### config.mk
export PLATFORM = sky130hd
export DESIGN_NAME = collision_ctrl
export DESIGN_NICKNAME = d
export VERILOG_FILES = /design/src/rtl/collision_ctrl.sv
export SDC_FILE = /design/constraint.sdc
export NUM_CORES = 1
export LEC_CHECK = 0
export CAP_MARGIN = 10
export CORE_MARGIN = 4
export CORE_UTILIZATION = 40
export CTS_BUF_LIST = sky130_fd_sc_hd__clkbuf_8
export CTS_CLUSTER_SIZE = 25
export DETAILED_ROUTE_END_ITERATION = 10
export GPL_TIMING_DRIVEN = 0
export PLACE_DENSITY = 0.69
export SYNTH_ARGS = -nofsm -noshare
export SYNTH_HDL_FRONTEND = slang
export SYNTH_SLANG_ARGS = --single-unit
export TNS_END_PERCENT = 10
### constraint.sdc
create_clock -name clk -period 1.7 [get_ports clk]
set_input_delay 0.255 -clock clk [delete_from_list [all_inputs] [get_ports clk]]
set_output_delay 0.255 -clock clk [all_outputs]
set_load 0.01 [all_outputs]
### src/rtl/collision_ctrl.sv
// Pong collision controller: wall, paddle and miss detection with lockout.
// Optional scoring and PLAY/OVER machine enabled by COLLISION_SCORE_EN.
module collision_ctrl #(
    parameter int BALL_SIZE  = 8,
    parameter int PAD_H      = 64,
    parameter int PAD_X_L    = 16,
    parameter int PAD_X_R    = 616,
    parameter int LOCK_STEPS = 4,
    parameter int WIN_SCORE  = 9
) (
    input  logic       clk,
    input  logic       reset,
    input  logic       enable,
    input  logic [9:0] xCoord,
    input  logic [8:0] yCoord,
    input  logic [8:0] leftPadY,
    input  logic [8:0] rightPadY,
    output logic       vCol,
    output logic       hCol,
    output logic       miss,
    output logic [3:0] scoreL,
    output logic [3:0] scoreR,
    output logic       gameOver
);

    localparam int CW = (LOCK_STEPS < 1) ? 1 : $clog2(LOCK_STEPS + 1);
    localparam logic [CW-1:0] LOCK = CW'(LOCK_STEPS);

    localparam logic [10:0] BS    = 11'(BALL_SIZE);
    localparam logic [10:0] PH    = 11'(PAD_H);
    localparam logic [10:0] LX_LO = 11'(PAD_X_L);
    localparam logic [10:0] LX_HI = 11'(PAD_X_L + 8);
    localparam logic [10:0] RX_LO = 11'(PAD_X_R);
    localparam logic [10:0] RX_HI = 11'(PAD_X_R + 8);
    localparam logic [10:0] Y_BOT = 11'(480 - BALL_SIZE);
    localparam logic [10:0] X_RGT = 11'(640 - BALL_SIZE);

    logic [10:0] x;
    logic [10:0] y;
    logic [10:0] lp;
    logic [10:0] rp;

    assign x  = {1'b0, xCoord};
    assign y  = {2'b00, yCoord};
    assign lp = {2'b00, leftPadY};
    assign rp = {2'b00, rightPadY};

    logic v_hit;
    logic l_pad;
    logic r_pad;
    logic l_miss;
    logic r_miss;

    // Geometry tests, all widened so no sum can wrap
    always_comb begin
        v_hit  = (y == 11'd0) || (y >= Y_BOT);
        l_pad  = (x <= LX_HI) && (x + BS > LX_LO) &&
                 (y + BS > lp) && (y < lp + PH);
        r_pad  = (x <= RX_HI) && (x + BS > RX_LO) &&
                 (y + BS > rp) && (y < rp + PH);
        l_miss = (x == 11'd0);
        r_miss = (x >= X_RGT);
    end

    logic          play;
    logic [CW-1:0] v_lock;
    logic [CW-1:0] h_lock;
    logic          eval;
    logic          h_ok;
    logic          v_fire;
    logic          h_fire;
    logic          l_fire;
    logic          r_fire;

    assign eval   = enable & play;
    assign h_ok   = eval & (h_lock == '0);
    assign v_fire = eval & v_hit & (v_lock == '0);
    assign l_fire = h_ok & l_miss;
    assign r_fire = h_ok & r_miss;
    assign h_fire = h_ok & (l_miss | r_miss | l_pad | r_pad);

    // Registered bounce pulses and per-axis lockout counters
    always_ff @(posedge clk or negedge reset) begin
        if (!reset) begin
            vCol   <= 1'b0;
            hCol   <= 1'b0;
            miss   <= 1'b0;
            v_lock <= '0;
            h_lock <= '0;
        end else begin
            vCol <= v_fire;
            hCol <= h_fire;
            miss <= l_fire | r_fire;
            if (enable) begin
                if (v_fire)
                    v_lock <= LOCK;
                else if (v_lock != '0)
                    v_lock <= v_lock - CW'(1);
                if (h_fire)
                    h_lock <= LOCK;
                else if (h_lock != '0)
                    h_lock <= h_lock - CW'(1);
            end
        end
    end

`ifdef COLLISION_SCORE_EN
    localparam logic [3:0] WIN = 4'(WIN_SCORE);

    typedef enum logic {PLAY, OVER} state_t;

    state_t     state;
    logic [3:0] sl;
    logic [3:0] sr;
    logic       over;

    assign play     = (state == PLAY);
    assign scoreL   = sl;
    assign scoreR   = sr;
    assign gameOver = over;

    // Score keeping and PLAY/OVER machine; OVER exits only by reset
    always_ff @(posedge clk or negedge reset) begin
        if (!reset) begin
            state <= PLAY;
            sl    <= 4'd0;
            sr    <= 4'd0;
            over  <= 1'b0;
        end else begin
            case (state)
                PLAY: begin
                    if (r_fire && sl != WIN) begin
                        sl <= sl + 4'd1;
                        if (sl + 4'd1 == WIN) begin
                            state <= OVER;
                            over  <= 1'b1;
                        end
                    end
                    if (l_fire && sr != WIN) begin
                        sr <= sr + 4'd1;
                        if (sr + 4'd1 == WIN) begin
                            state <= OVER;
                            over  <= 1'b1;
                        end
                    end
                end
                OVER: begin
                    over <= 1'b1;
                end
            endcase
        end
    end
`else
    logic unused_win;

    assign unused_win = (WIN_SCORE != 0);
    assign play       = 1'b1;
    assign scoreL     = 4'd0;
    assign scoreR     = 4'd0;
    assign gameOver   = 1'b0;
`endif

endmodule

# ---- Word level (Yosys, flattened, before mapping)
# Cells that the tools add are included.
dict set report classes {
  mul 0
  magnitude_cmp 10
  reduce_logical 17
  n_eq_ne 0
  n_mux 4
  div 0
  shifts 0
  add_sub_neg 6
  bitwise_logic 10
}
# operator count
set op_table {}
lappend op_table {{11-bit zero test} 2}
lappend op_table {{9-bit by 7-bit adder with 10-bit output (second input constant)} 2}
lappend op_table {{9-bit by 10-bit < comparator with 1-bit output} 2}
lappend op_table {{3-bit two-way mux} 4}
lappend op_table {{10-bit by 4-bit adder with 11-bit output (second input constant)} 1}
lappend op_table {{11-bit by 10-bit > comparator with 1-bit output (second input constant)} 1}
lappend op_table {{11-bit by 5-bit > comparator with 1-bit output (second input constant)} 1}
lappend op_table {{11-bit by 9-bit > comparator with 1-bit output} 1}
lappend op_table {{9-bit by 4-bit adder with 10-bit output (second input constant)} 1}
lappend op_table {{10-bit greater-or-equal comparator (second input constant)} 1}
lappend op_table {{10-bit by 9-bit > comparator with 1-bit output} 1}
lappend op_table {{10-bit less-or-equal comparator (second input constant)} 1}
lappend op_table {{10-bit by 5-bit less-or-equal comparator with 1-bit output (second input constant)} 1}
lappend op_table {{9-bit greater-or-equal comparator (second input constant)} 1}
lappend op_table {{1-bit bitwise AND} 6}
lappend op_table {{1-bit logical AND} 6}
lappend op_table {{3-bit zero test} 2}
lappend op_table {{3-bit nonzero test} 2}
lappend op_table {{3-bit by 1-bit subtractor with 3-bit output (second input constant)} 2}
lappend op_table {{1-bit OR} 4}
lappend op_table {{2-bit AND reduction} 2}
lappend op_table {{2-bit nonzero test} 2}
lappend op_table {{1-bit logical OR} 1}
dict set report totals {
  memories 0
  rom_bits 0
  mem_bits_rw 0
  input_bits 40
  output_inout_bits 12
  elab_cells 52
  regBits 9
  latch_bits 0
}

# ---- Depth between registers and ports, before layout
# Gate-level depths: netlist of the first run.
dict set report depth {
  word_depth 10
  mapped_depth 11
}

# ---- Least setup slack after synthesis of the first run
# OpenSTA, ideal clock, no wires.
dict set report synth_path {
  path_type {in2reg}
  start {input port yCoord[5]}
  end {register h_lock[0]}
  t_required_ns 1.634
  setup_slack_ns -0.699
  path_stages 11
  t_arrival_ns 2.333
  cell_sequence {clkbuf_1 nand3_1 nor2_1 xor2_1 ha_1 and4_1 nand4_1 o32ai_1 a2111oi_2 a221oi_2 a31o_1}
}
dict set report synth_between {
  elab_chain_len 9
  word_cells_on_any_way 15
}
# element line
set synth_rtl {}
lappend synth_rtl {{start, declared} 15} ;# input logic [8:0] yCoord,
lappend synth_rtl {{9-bit by 4-bit adder with 10-bit output} {58, 60}}
lappend synth_rtl {{11-bit by 9-bit > comparator with 1-bit output} 58} ;# (y + BS > lp) && (y < lp + PH);
lappend synth_rtl {{1-bit logical AND} 57} ;# l_pad = (x <= LX_HI) && (x + BS > LX_LO) &&
lappend synth_rtl {{1-bit logical AND} 58}
lappend synth_rtl {{1-bit OR} 80} ;# assign h_fire = h_ok & (l_miss | r_miss | l_pad | r_pad);
lappend synth_rtl {{1-bit OR (*)} 80}
lappend synth_rtl {{1-bit bitwise AND (*)} 80}
lappend synth_rtl {{2-bit nonzero test (no source line)} -}
lappend synth_rtl {{2-bit AND reduction (no source line)} -}
lappend synth_rtl {{end signal, assigned} 102} ;# h_lock <= h_lock - CW'(1);
lappend synth_rtl {{end, declared} 67} ;# logic [CW-1:0] h_lock;
# Every way passes the cells marked *; elsewhere a longest branch is shown, timed or not.
# A chain may end at the register's enable or synchronous reset.

# ---- Worst setup path after layout of the first run
dict set report layout_path {
  start {input port rightPadY[8]}
  end {register h_lock[0]}
}
dict set report layout_between {
  elab_chain_len 7
  word_cells_on_any_way 10
}
# element line
set layout_rtl {}
lappend layout_rtl {{start, declared} 17} ;# input logic [8:0] rightPadY,
lappend layout_rtl {{9-bit by 7-bit adder with 10-bit output or 10-bit by 9-bit > comparator with 1-bit output (tied branches)} 60} ;# (y + BS > rp) && (y < rp + PH);
lappend layout_rtl {{9-bit by 10-bit < comparator with 1-bit output or 1-bit logical AND (tied branches)} {60, 59}}
lappend layout_rtl {{1-bit logical AND (*)} 60}
lappend layout_rtl {{1-bit OR (*)} 80}
lappend layout_rtl {{1-bit bitwise AND (*)} 80}
lappend layout_rtl {{2-bit nonzero test (no source line)} -}
lappend layout_rtl {{2-bit AND reduction (no source line)} -}
# Marks and branches as above.

==> results of run 1 <==
## routing by layer
metal | GRT usage | part of all wire | vias up
li1 | - | - | 911
met1 | 0.200 | 0.41 | 804
met2 | 0.313 | 0.53 | 40
met3 | 0.0145 | 0.046 | 8
met4 | 0.0408 | 0.017 | 0
met5 | 0 | 0 | -
## layout by cell type, fill, tap and decap left out, drive strengths merged, types with 6 or more instances in the layout
cell            n
nor2            8
conb            9
inv            30
a21oi          11
clkbuf          6
dfrtp           9
nand2          15
buf            21
o21ai          10
nand3           6
ha             42
clkdlybuf4s50  26
## state kept, by name, summed over array words and instances, names as in the netlist
signal  count
hCol        1
h_lock      3
miss        1
vCol        1
v_lock      3
## repair_timing
item                       in CTS  in global routing
setup buffers                   1                  2
setup endpoints to repair       8                  9
gates resized for setup        40                 43
hold endpoints to repair        0                  0
pin swaps                       6                 23
## kinds of logic after synthesis
| logic type | count (synthesis) |
|---|---|
| flops | 9 |
| other cells | 1 |
| compound gates | 63 |
| mux | 1 |
| xor+xnor | 6 |
| buf+inv | 45 |
| simple gates | 57 |
| fa+ha+maj | 42 |
## worst reg2reg max path: stages (launching register included)
cell and delay [ns]:
sky130_fd_sc_hd__dfrtp_1 0.37, sky130_fd_sc_hd__inv_1 0.11, sky130_fd_sc_hd__ha_1 0.17, sky130_fd_sc_hd__nor2b_1 0.30
sky130_fd_sc_hd__nand2b_1 0.18, sky130_fd_sc_hd__mux2i_1 0.08, sky130_fd_sc_hd__a31o_1 0.20
## area by class of cell
cell class	instances	area, sq um	share of cell area
multi-input combinational	178	1700	0.628
sequential	9	225	0.0834
clock buffer	3	41.3	0.0153
tap	52	65.1	0.0241
clock inverter	1	3.75	0.00139
timing repair buffer	41	419	0.155
buffer	16	140	0.0519
inverter	29	109	0.0403
## per-stage QoR
| stage | utilization | TNS (ns) | power, mW | hold slack [ns] |
|---|---|---|---|---|
| final | 0.616 | -2.54 | 1.50 | 0.313 |
| after global placement | 0.536 | -8.04 | 1.10 | 0.471 |
| after floorplan | - | -1.90 | 0.887 | -0.0406 |
| after detailed placement | 0.536 | -8.42 | 1.13 | 0.486 |
| after global routing | 0.616 | -3.47 | 1.64 | 0.358 |
| after CTS | 0.568 | -2.53 | 1.42 | 0.333 |
## worst paths after layout
kind                             endpoint  slack, ns  cells after the start         start
min in group clk                     hCol       0.40                      3        enable
max in group asynchronous       v_lock[1]       1.11                      1         reset
worst min-delay path            h_lock[2]       0.31                      1         reset
worst min register to register  v_lock[0]       0.49                      1     v_lock[0]
worst max register to register  h_lock[0]       0.17                      6     h_lock[0]
worst max-delay path            h_lock[0]      -0.63                     10  rightPadY[8]
## power by group through the flow
stage	Clock, mW	Sequential, mW	Combinational [mW]
5_1_grt	0.260	0.347	1.04
4_1_cts	0.247	0.340	0.835
6_report	0.248	0.341	0.908
3_5_place_dp	0	0.342	0.792
2_1_floorplan	0	0.335	0.552
3_3_place_gp	0	0.340	0.761
==> impl_metrics.tcl, run 1 <==
set metrics [dict create \
    violations "negative setup slack" \
    crit_fanout 4 \
    synth.ff_latch_count 9 \
    drt_iter0_drc 87 \
    synth.yosys.warnings 0 \
    clk_pin_slew_worst_paths_ns 0.05 \
    final_critical_path_required_period_ns 2.33 \
    synth.yosys.seq_area_share 0.124 \
    detailedRoute.firstPassIterationCount 4 \
    post_cts_hold_buffer_count 0 \
    num-nets-final 360 \
    start_kind "input port" \
    power_report.internal_total_mw 0.894 \
    avgRoutedWirePerCell_um 14.2 \
    hp-class "input port to asynchronous set/reset pin" \
    power_switching_mw 0.604 \
    cells_after_synthesis 224 \
    clk_latency_ns 0.24 \
    final.setup.worst_slack_ns -0.632 \
    fraction_of_final_layout_cells_sized_beyond_drive_strength_1 0.227 \
    pin_count 52 \
    max_freq_mhz 429 \
    hold_violations 0 \
    synth_cell_type_count 61 \
    comb_power_share 0.607 \
    die_area_sq_mm 0.00567 \
    place.detailed.hpwl_um 3730 \
    core-area_sq_mm 0.00438 \
    final-max-slew-violation-count 0 \
    slowest_cell_on_the_critical_path "sky130_fd_sc_hd__clkdlybuf4s50_1" \
    yosysTopAreaCellShare 0.290 \
    synth-edff-count 0 \
    floorplan.rows 24 \
    drt_wl_total_um 4660 \
    die_h_um 75.3 \
    path_buf_inv 3 \
    clockRootBuffer "sky130_fd_sc_hd__clkbuf_8" \
    n_fill_cell 389 \
    synth.most_common_cell "sky130_fd_sc_hd__ha_1" \
    port_buffers 38 \
    basic_gate_share_of_the_synthesized_area_counting_and_or_nand_and_nor_cells 0.171 \
    share_seq_of_total_power 0.228 \
    synth.avg_cell_area_sq_um 8.09 \
    post_synth_fa_ha_maj_area_fraction 0.290 \
    cp_slowest_stage_delay_ns 0.52 \
    worstPathCellList "clkdlybuf4s50_1 > inv_2 > ha_4 > and4_1 > nand4_1 > o32ai_4 > a2111oi_4 > a221oi_2 > buf_4 > a31o_1" \
    p_leak_nw 1.26 \
    grtUsageTotal 0.165 \
    synth_area_sq_mm 0.00181 \
    post-route-period-util 1.37 \
    drv.max_cap_violation_count 0 \
    drtAntennaViolNets 0 \
    yosys.area_share.xor_xnor 0.0290 \
    worst_ir_drop_vdd_uv 278 \
    count_of_vias_placed_by_the_detailed_router 1763 \
    dp_worst_setup_slack_ns -1.59 \
    routabilityCongestion 0.868 \
    synth_compound_area_frac 0.256 \
    grt_start_max_net_pins 11 \
    clock_power_share 0.166 \
    post-route-cell-area_sq_mm 0.00270 \
    cts_sinks 9 \
    numCtsBuffers 3 \
    timing.critical_path.to_type "flop" \
    outcome "finished, violations left" \
    power.share.switching 0.403 \
    cp_top_family "compound AO/OA/AOI/OAI gates" \
    grt.overflow.total 0 \
    synth_top_family_by_area "adder cells" \
    drt_via_density 5.36 \
    post_synth_main_area_contributors "sky130_fd_sc_hd__ha_1 (29%), sky130_fd_sc_hd__dfrtp_1 (12%), sky130_fd_sc_hd__inv_1 (6.0%), sky130_fd_sc_hd__buf_4 (3.7%), sky130_fd_sc_hd__nand2_1 (3.1%)" \
    route.detailed.drc 0 \
    finClkSkew_ns 0.00307 \
    synth.largest_area_cell "sky130_fd_sc_hd__ha_1" \
    placedCellCount 322 \
    synth_top_flop_cell "sky130_fd_sc_hd__dfrtp_1" \
    synthMuxAreaShare 0.00552 \
    power.density_mw_per_mm2 554 \
    finalNonFillerCells 329 \
    cp.required_ns 1.87 \
    postSynth.asyncResetShare 1.00 \
    initial_antenna_violation_count 0 \
    start_util 0.414 \
    antenna_cells 0 \
    critPathKind "input port to flop" \
    areaGrowthSynthToFinish_pct 48.9 \
    grt_pass1_wl_um 7410 \
    setup-violations-final 7 \
    worst-endpoint-arrival_ns 2.51 \
    grt_setup_unrepaired "yes" \
    htreeDepth 1 \
    cts_tree "built" \
    dpl_cell_area_sq_mm 0.00235 \
    first_global_vias 1693 \
    cts_buffer_depth 2 \
    yosys-top-cells-count "sky130_fd_sc_hd__ha_1 (42), sky130_fd_sc_hd__inv_1 (29), sky130_fd_sc_hd__nand2_1 (15)" \
    fp.dieW_um 75.3 \
]
Note: power is estimated with default switching activity, not from simulation.
==> run 2, diff against run 1 <==
--- a/config.mk
+++ b/config.mk
@@ -12,7 +12,8 @@
 export CTS_CLUSTER_SIZE = 25
 export DETAILED_ROUTE_END_ITERATION = 10
 export GPL_TIMING_DRIVEN = 0
-export PLACE_DENSITY = 0.69
+export HOLD_SLACK_MARGIN = 0.06
+export PLACE_DENSITY_LB_ADDON = 0.25
 export SYNTH_ARGS = -nofsm -noshare
 export SYNTH_HDL_FRONTEND = slang
 export SYNTH_SLANG_ARGS = --single-unit
==> run 2 against run 1 <==
Sequential share of layout area grew 0.14 points. Wire length grew 0.24%. Utilization fell by 1.0 points. The flow still finishes with violations (negative setup slack). Flip-flop and latch count unchanged. Worst hold slack improved by 0.0089 ns. Register-to-register slack barely moved. Sequential power is essentially flat. Non-clock buffer count grew 3. Design area shrank 1.7%. Die area did not move. Largest power group unchanged.
==> impl_metrics.tcl, run 2 (same netlist as run 1, synthesis figures left out) <==
set metrics [dict create \
    grt.overflow.total 0 \
    final.setup.worst_slack_ns -0.589 \
    n_fill_cell 396 \
    report.power.total_mw 1.46 \
    routabilityCongestion 0.908 \
    drtAntennaViolNets 0 \
    floorplan.rows 24 \
    cts_buffer_depth 2 \
    most_frequent_standard_cell_in_the_layout_excluding_fill_and_tap_cells "sky130_fd_sc_hd__ha_1" \
    start_util 0.414 \
    initial_antenna_violation_count 0 \
    finalHoldWorstSlack_ns 0.322 \
    relSlewSlack 0.675 \
    num-nets-final 363 \
    post-route-cell-area_sq_mm 0.00266 \
    dp_worst_setup_slack_ns -1.48 \
    worstSetupStartpoint "yCoord[1]" \
    worst_r2r_startpoint "h_lock[0]" \
    drv.max_cap_violation_count 0 \
    timing.rr.end "h_lock[0]" \
    hold_violations 0 \
    setup.worst_path.end "h_lock[1]" \
    grtUsageTotal 0.161 \
    core-area_sq_mm 0.00438 \
    place.detailed.hpwl_um 3600 \
    post-route-period-util 1.35 \
    cp.required_ns 1.86 \
    first_global_vias 1616 \
    grt_setup_unrepaired "yes" \
    finalNonFillerCells 332 \
    ff2ff_path_depth 6 \
    antenna_cells 0 \
    grt_pass1_wl_um 7260 \
    cts_sinks 9 \
    final-max-slew-violation-count 0 \
    sum_of_negative_setup_slack_ns -2.30 \
    placedCellCount 322 \
    grt_start_max_net_pins 11 \
    reg.largest.list "h_lock (3), v_lock (3)" \
    drt_iter0_drc 66 \
    p_leak_nw 1.25 \
    timing.critical_path.to_type "flop" \
    hp-class "input port to asynchronous set/reset pin" \
    layout.core_utilization 0.606 \
    die_area_sq_mm 0.00567 \
    numCtsBuffers 3 \
    ff2ff_setup_slack_ns 0.18 \
    clockRootBuffer "sky130_fd_sc_hd__clkbuf_8" \
    drt_wl_total_um 4670 \
    clk_latency_ns 0.23 \
    max_freq_mhz 437 \
    critPathKind "input port to flop" \
    transition_time_at_the_pin_with_the_least_slew_margin_ns 0.481 \
    layout.cells.most_common_list "sky130_fd_sc_hd__ha_1 (36), sky130_fd_sc_hd__inv_1 (28), sky130_fd_sc_hd__clkdlybuf4s50_1 (25)" \
    crit_fanout 4 \
    final_critical_path_required_period_ns 2.29 \
    fraction_of_final_layout_cells_sized_beyond_drive_strength_1 0.229 \
    count_of_vias_placed_by_the_detailed_router 1806 \
    cts_tree "built" \
    violations "negative setup slack" \
    dpl_cell_area_sq_mm 0.00235 \
    clk_pin_slew_worst_paths_ns 0.04 \
    start_kind "input port" \
    htreeDepth 1 \
    port_buffers 38 \
    setup-violations-final 4 \
    worst-endpoint-arrival_ns 2.45 \
    finClkSkew_ns 0.00305 \
    route.detailed.drc 0 \
    power.density_mw_per_mm2 549 \
    die_h_um 75.3 \
    detailedRoute.firstPassIterationCount 4 \
    fp.dieW_um 75.3 \
    areaGrowthSynthToFinish_pct 46.4 \
    worst_ir_drop_vdd_uv 267 \
    pin_count 52 \
    drt_via_density 5.44 \
    avgRoutedWirePerCell_um 14.1 \
    outcome "finished, violations left" \
]
-- run 2: cell count changes in the layout (fill, tap and decap cells not counted), sizes merged --
cell / delta
dlymetal6s2s: -2
buf: +2
dlygate4sd2: +2
clkbuf: +2
clkdlybuf4s50: -1
-- run 2: report_power, final --
part	total (mW)	switching (mW)	internal (mW)
Sequential	0.342	0.0482	0.294
Combinational	0.881	0.455	0.426
Clock	0.235	0.0782	0.157
-- run 2: area by class of cell --
type | instances | area (sq um) | share of cell area
multi-input combinational | 178 | 1650 | 0.620
timing repair buffer | 44 | 425 | 0.160
sequential | 9 | 225 | 0.0848
buffer | 16 | 140 | 0.0528
inverter | 29 | 109 | 0.0410
tap | 52 | 65.1 | 0.0245
clock buffer | 3 | 41.3 | 0.0156
clock inverter | 1 | 3.75 | 0.00141
-- run 2: per-layer routing --
layer	vias to the layer above	global-route usage	routed length [um]
met3	4	0.00528	188
met1	841	0.209	2000
met4	0	0.0350	29
li1	917	-	-
met2	44	0.295	2450
met5	-	0	0
-- run 2: worst max-delay path, cell delays in order --
cell                              delay (ns)
sky130_fd_sc_hd__clkdlybuf4s50_1        0.48
sky130_fd_sc_hd__ha_1                   0.32
sky130_fd_sc_hd__nor2b_1                0.20
sky130_fd_sc_hd__o211ai_1               0.13
sky130_fd_sc_hd__a211oi_2               0.34
sky130_fd_sc_hd__a2111oi_2              0.09
sky130_fd_sc_hd__a221oi_2               0.42
sky130_fd_sc_hd__a31o_1                 0.20
-- run 2: how the worst min path moves through the flow --
stage               startpoint   endpoint  slack [ns]
finish                   reset  v_lock[2]        0.32
global route             reset       hCol        0.35
CTS                      reset       hCol        0.33
detailed placement   v_lock[2]  v_lock[2]        0.47
global placement     v_lock[2]  v_lock[2]        0.47
floorplan                reset       hCol       -0.04
-- run 2: repair_timing --
action | CTS | global route
hold buffers | 0 | 0
pin swaps | 10 | 10
setup endpoints to repair | 8 | 7
resized for setup | 45 | 35
hold endpoints to repair | 0 | 0
cloned | 0 | 0
buffers inserted | 1 | 6
